===== src/rtl/clkgen_pkg.sv =====
// Shared definitions for the CPU clock generator: sequencer state encoding
// and the default divisor loaded at reset.
package clkgen_pkg;

   typedef enum logic [1:0] {
      ST_RUN  = 2'd0,
      ST_HALT = 2'd1,
      ST_STEP = 2'd2
   } clk_state_e;

   // Default reset divisor: 2**(w-1)-1, the slowest "half range" setting.
   function automatic int unsigned div_reset_default(input int unsigned w);
      return (32'd1 << (w - 32'd1)) - 32'd1;
   endfunction

endpackage


===== src/rtl/cpu_reset_seq.sv =====
// Holds the CPU in reset until RESET_CYCLES CPU falling edges have been seen.
// cpu_fall is the fall strobe for the current edge (not the registered
// pulse), so cpu_reset drops in the same cycle the Nth cpu_fall appears.
// RESET_CYCLES is expected to be at least 1.
module cpu_reset_seq #(
   parameter int unsigned RESET_CYCLES = 16
) (
   input  logic clk,
   input  logic reset_n,
   input  logic cpu_fall,
   output logic cpu_reset
);

   localparam int unsigned CW = (RESET_CYCLES > 1) ? $clog2(RESET_CYCLES) : 1;
   localparam logic [CW-1:0] LAST = CW'(RESET_CYCLES - 1);

   logic [CW-1:0] fall_cnt;

   // Count falls while reset is held; release on the last one and stay released.
   always_ff @(posedge clk) begin
      if (!reset_n) begin
         fall_cnt  <= '0;
         cpu_reset <= 1'b1;
      end else if (cpu_reset && cpu_fall) begin
         if (fall_cnt == LAST) cpu_reset <= 1'b0;
         else                  fall_cnt  <= fall_cnt + 1'b1;
      end
   end

endmodule


===== src/rtl/cpu_clk_gen.sv =====
// CPU clock generator: divides clk by 2*(div_active+1) into a registered
// 50%-duty cpu_clk with rise/fall enable pulses, supports halt and
// single-step, deferred divisor changes, and a post-reset CPU reset window.
module cpu_clk_gen
   import clkgen_pkg::*;
#(
   parameter int unsigned DIV_W        = 25,
   parameter int unsigned DIV_RESET    = div_reset_default(DIV_W),
   parameter int unsigned RESET_CYCLES = 16
) (
   input  logic             clk,
   input  logic             reset_n,
   input  logic [DIV_W-1:0] div,
   input  logic             div_load,
   input  logic             run,
   input  logic             step,
   output logic             cpu_clk,
   output logic             cpu_rise,
   output logic             cpu_fall,
   output logic             cpu_reset,
   output logic             halted,
   output logic [DIV_W-1:0] div_active
);

   localparam logic [DIV_W-1:0] DIV_RST_V = DIV_RESET[DIV_W-1:0];

   clk_state_e       state, st_nxt;
   logic [DIV_W-1:0] cnt;
   logic [DIV_W-1:0] pend_div;
   logic             pend_vld;
   logic             tc, halt_now, rise_evt, fall_evt, apply;

   // Terminal count of the half-period; the counter only runs outside HALT.
   assign tc       = (state != ST_HALT) && (cnt == div_active);
   // A rising toggle that is due in RUN with run low parks the clock low instead.
   assign halt_now = (state == ST_RUN) && tc && !cpu_clk && !run;
   assign rise_evt = tc && !cpu_clk && !halt_now;
   assign fall_evt = tc && cpu_clk;
   // Divisor changes land only at a period boundary (fall) or while parked.
   assign apply    = pend_vld && (fall_evt || (state == ST_HALT));

   // Next-state: HALT waits for run/step, STEP ends on its one fall.
   always_comb begin
      st_nxt = state;
      case (state)
         ST_RUN:  if (halt_now) st_nxt = ST_HALT;
         ST_HALT: if (run)       st_nxt = ST_RUN;
                  else if (step) st_nxt = ST_STEP;
         ST_STEP: if (fall_evt)  st_nxt = run ? ST_RUN : ST_HALT;
         default: st_nxt = ST_RUN;
      endcase
   end

   // Clock register, pulses, half-period counter, state and divisor registers.
   always_ff @(posedge clk) begin
      if (!reset_n) begin
         state      <= ST_RUN;
         halted     <= 1'b0;
         cnt        <= '0;
         cpu_clk    <= 1'b0;
         cpu_rise   <= 1'b0;
         cpu_fall   <= 1'b0;
         div_active <= DIV_RST_V;
         pend_div   <= '0;
         pend_vld   <= 1'b0;
      end else begin
         state    <= st_nxt;
         halted   <= (st_nxt == ST_HALT);
         cpu_rise <= rise_evt;
         cpu_fall <= fall_evt;
         if (rise_evt || fall_evt) cpu_clk <= ~cpu_clk;

         if ((state == ST_HALT) || tc) cnt <= '0;
         else                          cnt <= cnt + 1'b1;

         // A load on the apply cycle wins the pending slot with the new value.
         if (apply) div_active <= pend_div;
         if (div_load) begin
            pend_div <= div;
            pend_vld <= 1'b1;
         end else if (apply) begin
            pend_vld <= 1'b0;
         end
      end
   end

   cpu_reset_seq #(
      .RESET_CYCLES(RESET_CYCLES)
   ) u_reset_seq (
      .clk      (clk),
      .reset_n  (reset_n),
      .cpu_fall (fall_evt),
      .cpu_reset(cpu_reset)
   );

endmodule


===== config.mk =====
export PLATFORM = sky130hd
export DESIGN_NAME = cpu_clk_gen
export DESIGN_NICKNAME = d
export VERILOG_FILES = /design/src/rtl/clkgen_pkg.sv /design/src/rtl/cpu_reset_seq.sv /design/src/rtl/cpu_clk_gen.sv
export SDC_FILE = /design/constraint.sdc
export NUM_CORES = 1
export LEC_CHECK = 0
export CAP_MARGIN = 20
export CORE_UTILIZATION = 25
export CTS_CLUSTER_SIZE = 16
export DETAILED_ROUTE_END_ITERATION = 16
export GPL_TIMING_DRIVEN = 0
export PLACE_DENSITY_LB_ADDON = 0.12
export SLEW_MARGIN = 20
export SYNTH_ARGS = -nofsm -noshare
export SYNTH_HDL_FRONTEND = slang
export SYNTH_SLANG_ARGS = --single-unit

===== constraint.sdc =====
create_clock -name clk -period 3.15 [get_ports clk]
set_input_delay 0.945 -clock clk [delete_from_list [all_inputs] [get_ports clk]]
set_output_delay 0.945 -clock clk [all_outputs]
set_load 0.01 [all_outputs]

# Word-level counts from Yosys, hierarchy flattened
# Index checks and enable logic that the tools add are counted.
# Widths: inputs -> output; s select.
# op_classes
n_eq_ne,6
n_reduce_logical,20
muxes,8
bitwise_logic,3
addsub,2
# op_table
cell,n
$add 25x1->25 const B,1
$eq 25x25->1,1
$logic_and 1x1->1,9
$mux 2,4
$pmux 2 s3,1
$add 4x1->4 const B,1
$eq 2x1->1 const B,2
$eq 4x4->1 const B,1
$reduce_and 2->1,2
$logic_not 1->1,3
$logic_or 1x1->1,3
$mux 1,3
$not 1->1,3
$eq 2x2->1 const B,1
$logic_not 2->1,1
$ne 2x1->1 const B,1
$reduce_bool 2->1,1
$reduce_or 2->1,1
# totals
out_inout_bits,30
in_bits,30
elab_cells,50
regBits,87

# Logic depth before layout (Yosys ltp)
# Gate-level depths: netlist (run 1).
# depth
ltp_word,8
ltp_mapped,9
depth_no_buf,6

# Hierarchy
# From an unflattened synthesis (run 1), not the netlist that was laid out.
# hier_totals
cells_unflattened,408
area_unflattened_um2,3945.0
# modules_own_cells
module,n_inst,area_per_inst_um2,cells_each,seq_area_each_um2
cpu_clk_gen,1,3719.8,383,1641.6
cpu_reset_seq,1,225.2,25,100.1

# Least setup slack after synthesis (run 1)
# No wires, ideal clock.
# synth_path
kind,input to register
start,input port div_load
end,register pend_div[10]
cell_stages,4
setup_time_ns,0.117
t_arrival_ns,2.074
path_buffers,2
t_required_ns,3.033
slack_ns,0.959
cell_sequence,clkbuf_1 > buf_1 > mux2i_1 > nor2b_1
# synth_lines
element,line_no,text
from (decl),cpu_clk_gen.sv:14,"input logic div_load,"
to (signal assigned),cpu_clk_gen.sv:79,pend_div <= div;
to (decl),cpu_clk_gen.sv:29,logic [DIV_W-1:0] pend_div;

# Worst setup path in the final report (run 1)
# layout_path
start,register cnt[11]
end,register div_active[11]
# layout_between
elab_chain_cells,5
# layout_rtl
element,line_no,text
from (decl),cpu_clk_gen.sv:28,logic [DIV_W-1:0] cnt;
from (signal assigned),cpu_clk_gen.sv:74,else cnt <= cnt + 1'b1;
$eq 25x25->1,cpu_clk_gen.sv:34,assign tc = (state != ST_HALT) && (cnt == div_active);
$logic_and 1x1->1,cpu_clk_gen.sv:34,
$logic_and 1x1->1,cpu_clk_gen.sv:38,assign fall_evt = tc && cpu_clk;
$logic_or 1x1->1,cpu_clk_gen.sv:40,assign apply = pend_vld && (fall_evt || (state == ST_HALT));
$logic_and 1x1->1,cpu_clk_gen.sv:40,
to (signal assigned),cpu_clk_gen.sv:77,if (apply) div_active <= pend_div;
to (decl),cpu_clk_gen.sv:22,output logic [DIV_W-1:0] div_active
# No other way between the ends.
# A chain may end at the register's enable or synchronous reset.

==> results of run 1 <==
-- cell type report --
cell class / instances / share of cell area [%]
multi-input combinational: 266 / 38.2
sequential: 87 / 36.5
timing repair buffer: 58 / 12.2
clock buffer: 12 / 5.37
tap: 180 / 4.71
buffer: 18 / 1.94
clock inverter: 3 / 0.891
inverter: 3 / 0.236
-- synth_stat cells, types with 4 or more instances --
library cell,instances
dfxtp_1,87
nor2b_1,25
nor2_1,35
clkbuf_1,11
xnor2_1,12
nor4_1,4
and4_1,4
mux2i_1,52
nand3_1,15
nand4_1,6
nand2_1,42
xor2_1,37
-- routing by layer --
metal	global-route usage (%)	part of all wire [%]
met1	16.7	51
met2	19.4	43
met3	4.80	4.8
met4	4.29	1.2
met5	0	0
-- state kept, by name (all words and copies together) (netlist names) --
| name | count |
|---|---|
| cnt | 25 |
| div_active | 25 |
| pend_div | 25 |
| u_reset_seq.fall_cnt | 4 |
| state | 2 |
| cpu_clk | 1 |
| cpu_fall | 1 |
| cpu_rise | 1 |
| halted | 1 |
| pend_vld | 1 |
| u_reset_seq.cpu_reset | 1 |
-- worst paths after layout --
kind	start	to	slack, ns	depth (start not counted)
setup / recovery	cnt[11]	div_active[11]	0.61	8
hold / removal	pend_div[3]	div_active[3]	0.48	2
setup reg to reg	cnt[11]	div_active[11]	0.61	8
hold reg to reg	pend_div[3]	div_active[3]	0.48	2
-- power groups by stage --
stage                     Combinational [mW]  Clock, mW  Sequential (mW)
after floorplan                       0.0639          0             1.16
after global placement                 0.120          0             1.16
after CTS                              0.121       1.12             1.14
after detailed placement               0.121          0             1.16
after global routing                   0.131       1.17             1.14
final                                  0.118       1.09             1.14
-- cells by family after synthesis --
kind of cell | count (synthesis) | synth area share, %
compound gates | 12 | 2.45
xor+xnor | 49 | 11.7
fa+ha+maj | 2 | 0.681
buf+inv | 21 | 2.83
flops | 87 | 47.4
mux | 52 | 14.2
simple gates | 151 | 20.7
-- critical path, delay by kind of cell, from the launching register on --
| family | cells | cell delay [ns] |
|---|---|---|
| simple gates | 3 | 0.66 |
| buf+inv | 2 | 0.61 |
| flops | 1 | 0.42 |
| compound gates | 1 | 0.38 |
| mux | 1 | 0.21 |
| xor+xnor | 1 | 0.12 |
-- stage by stage --
| step | total power, mW | std cells | hold slack [ns] | util [%] | area [um^2] |
|---|---|---|---|---|---|
| after global routing | 2.44 | 627 | 0.504 | 33.9 | 4780 |
| final | 2.34 | 627 | 0.477 | 33.9 | 4780 |
| after CTS | 2.38 | 627 | 0.480 | 33.9 | 4780 |
| after floorplan | 1.22 | 374 | 0.435 | - | 3670 |
| after global placement | 1.28 | 612 | 0.459 | 31.8 | 4480 |
| after detailed placement | 1.28 | 612 | 0.464 | 31.8 | 4480 |
==> metrics.yaml, run 1 <==
drc: 0
period_needed_ns: 2.54
worstPathMaxFanout: 10
multi_input_area_um2: 1830
place_congestion: 0.757
netlist.area_leader.share_pct: 47.4
cts_buffers: 9
syn_to_final_growth_pct: 30.1
slew_violations: 0
synth_area_leaders: "dfxtp_1, mux2i_1, xor2_1"
tightest_slew_ns: 0.844
clkPwrFrac_pct: 46.4
seq_power_share_pct: 48.6
io_buffer_count: 58
cts.path.max_buffers: 2
path_class: "reg2reg"
clk_latency_ns: 0.35
cap_viol_max_count: 0
ioPinCount: 60
skew_ns: 0.00696
syn_area_per_cell_um2: 9.82
crit_chain: "xor2_1 -> nor4_1 -> nand4_1 -> o41ai_1 -> buf_2 -> buf_4 -> mux2i_1 -> nand2_1"
critPathSlowestCell: "dfxtp_1"
fmax_mhz: 393
core.rowCount: 43
synth_area_leader_cell: "dfxtp_1"
fillers: 1490
ctsHoldBuffers: 0
pwr-share-comb_pct: 5.1
arrival_ns: 2.76
crit_path_start_kind: "flip-flop"
p_per_area_nw_per_um2: 490
cp-end-kind: "flip-flop"
rsz0062_at_grt: "no"
drt_iter0_drc: 68
finalHoldViolations: 0
synth-main-ff-cell: "dfxtp_1"
p_int_mw: 1.84
dp_hpwl_um: 6450
cts.htree.levels: 3
drive_gt1_share_pct: 5.82
setup_slack_ns: 0.607
ff_latch_area_um2: 1740
p_switching_uw: 500
finalSetupTns_ns: 0
die_height_um: 123
dieArea_um2: 15200
max-vdd-ir-drop_mv: 0.270
yosysUniqueCellTypes: 39
antennaDiodeCount: 0
synth.cell_area_um2: 3670
grt_pass1_wl_um: 14200
post_cts_buffers: 0
synth.net_count: 406
async_flop_share_pct: 0
route.detailed.wl_per_inst_um: 14.1
antenna_found_initial: 0
synth-edff-count: 0
ys_seq_area_share_pct: 47.4
clock_sinks: 87
synth-seq-cells: 87
dr.pass1.iters: 4
clkSlewWorstSetupHoldPaths_ns: 0.06
cp.required_ns: 3.36
final_antenna_net_count: 0
p_sw_share_pct: 21.4
cts.repair.resized: 0
viasPerCell: 4.27
final_cell_mix: "dfxtp_1, clkdlybuf4s50_1, mux2i_1, nand2_1, xor2_1"
cts-root-buf: "clkbuf_16"
post-route-period-util_pct: 80.7
track_usage_pct: 12.9
grt_pass1_vias: 2662
setup_viol: 0
yosys_warnings: 0
syn_inst: 374
final_common_cell: "dfxtp_1"
num_vias: 2676
tritoncts: "done"
layout.nets: 475
fp.dieW_um: 123
min_path_type: "reg2reg"
relSlewSlack_pct: 43.8
gr-total-overflow: 0
place_ws_ns: 0.421
outcome: "finished clean"
coreArea_um2: 14100
slowest_delay_ns: 0.42
routed_wirelength_um: 8840
grt_max_degree: 14
leakagePower_nw: 1.71
start_util_pct: 26.1
Power figures use the tool's default switching activity.
==> run 2, diff against run 1 <==
- clock period: 3.15 -> 2.07 ns (I/O delays scaled with it)
==> metrics.yaml, run 2 (synthesis gave the netlist of run 1 again) <==
track_usage_pct: 12.7
violations: "negative setup slack"
leakagePower_nw: 1.83
met3_usage_pct: 4.24
start_util_pct: 26.1
place_inst: 612
r2r-start: "cnt[8]"
post-route-period-util_pct: 103
antennaDiodeCount: 0
p_per_area_nw_per_um2: 716
cts.htree.levels: 3
drive_gt1_share_pct: 15.9
pwr-share-comb_pct: 5.2
clk_latency_ns: 0.34
ioPinCount: 60
r2r_slack_ns: -0.06
clock_sinks: 87
cp-end-kind: "flip-flop"
gr-total-overflow: 0
seq_power_share_pct: 48.0
coreArea_um2: 14100
relSlewSlack_pct: 51.6
worstHoldEndpoint: "div_active[24]"
rsz0062_at_grt: "yes"
finalSetupTns_ns: -0.594
cap_viol_max_count: 0
arrival_ns: 2.35
cts-root-buf: "clkbuf_16"
grt_max_degree: 14
cts.path.max_buffers: 2
stdcell_count: 639
final_common_cell: "dfxtp_1"
io_buffer_count: 58
skew_ns: 0.00476
clkSlewWorstSetupHoldPaths_ns: 0.06
fmax_mhz: 469
path_class: "reg2reg"
crit_path_start_kind: "flip-flop"
drt_iter0_drc: 71
setup_slack_ns: -0.0642
grt.met1_usage_pct: 16.8
antenna_found_initial: 0
route.detailed.wl_per_inst_um: 13.8
p_sw_share_pct: 21.1
cp.required_ns: 2.28
place_ws_ns: -0.497
routed_wirelength_um: 8790
finalHoldViolations: 0
outcome: "finished with violations"
p_total_mw: 3.60
cts_buffers: 9
slew_violations: 0
viasPerCell: 4.25
final_antenna_net_count: 0
place_congestion: 0.740
ctsHoldBuffers: 0
clkPwrFrac_pct: 46.8
num_vias: 2713
dp_hpwl_um: 6410
holdPathStages: 2
fp.dieW_um: 123
max-vdd-ir-drop_mv: 0.343
p_switching_uw: 759
tritoncts: "done"
r2r-end: "div_active[10]"
p_int_mw: 2.84
grt_pass1_vias: 2693
dr.pass1.iters: 4
period_needed_ns: 2.13
reg2reg_depth: 9
reg.largest.list: "cnt: 25 flops, div_active: 25 flops, pend_div: 25 flops"
dieArea_um2: 15200
core.rowCount: 43
final_cell_mix: "dfxtp_1, clkdlybuf4s50_1, mux2i_1, nand2_1, xor2_1"
die_height_um: 123
layout.nets: 486
setup_viol: 24
min-delay-start: "pend_div[24]"
grt_use_met2_pct: 19.1
min_path_type: "reg2reg"
drc: 0
grt_pass1_wl_um: 14300
busiest_layer: "met2"
syn_to_final_growth_pct: 37.0
worstPathMaxFanout: 10
tightest_slew_ns: 0.726
run 2: what timing repair did:
item,4_1_cts,5_1_grt
endpoints found under the setup margin,61,66
pin swaps,8,8
setup buffers,9,4
gates resized for setup,35,23
run 2: layout make-up:
type	count	area (um^2)
fillers	1465	9060
multi-input cells	266	1900
flip-flops and latches	87	1770
repair buffers	71	686
clock buffers	13	270
well taps	180	225
plain buffers	16	130
clock inverters	3	40.0
inverters	3	11.3
run 2: critical path, stage by stage, from the launching register on:
cell	delay, ns
dfxtp_1	0.34
xor2_1	0.20
nor4_2	0.27
nand4_1	0.18
buf_4	0.18
o41ai_2	0.19
buf_4	0.21
buf_12	0.16
mux2i_2	0.21
nand2_1	0.06
run 2: worst max-delay path by stage:
stage / from / endpoint / slack, ns / cells after the start
floorplan: cnt[14] / div_active[10] / 0.02 / 9
global placement: cnt[11] / cnt[16] / -0.50 / 7
detailed placement: cnt[11] / cnt[15] / -0.50 / 7
CTS: cnt[16] / halted / -0.12 / 7
global route: div_active[16] / div_active[7] / -0.18 / 9
finish: cnt[8] / div_active[10] / -0.06 / 9
run 2: power by group through the flow:
stage / clock (mW) / combinational [mW] / sequential (mW)
2_1_floorplan: 0 / 0.0973 / 1.76
3_3_place_gp: 0 / 0.182 / 1.77
3_5_place_dp: 0 / 0.183 / 1.77
4_1_cts: 1.73 / 0.188 / 1.73
5_1_grt: 1.81 / 0.207 / 1.73
6_report: 1.69 / 0.187 / 1.73
run 2: stage by stage:
stage	util (%)	cell area (um^2)	hold slack, ns
4_1_cts	35.2	4960	0.467
2_1_floorplan	-	3670	0.435
3_3_place_gp	31.8	4480	0.459
5_1_grt	35.7	5030	0.491
6_report	35.7	5030	0.465
3_5_place_dp	31.8	4480	0.461
run 2: per-layer routing:
metal / share of wire (%) / wire [um]
met4: 1.3 / 118
met1: 51 / 4510
met5: 0 / 0
met2: 43 / 3760
met3: 4.6 / 401
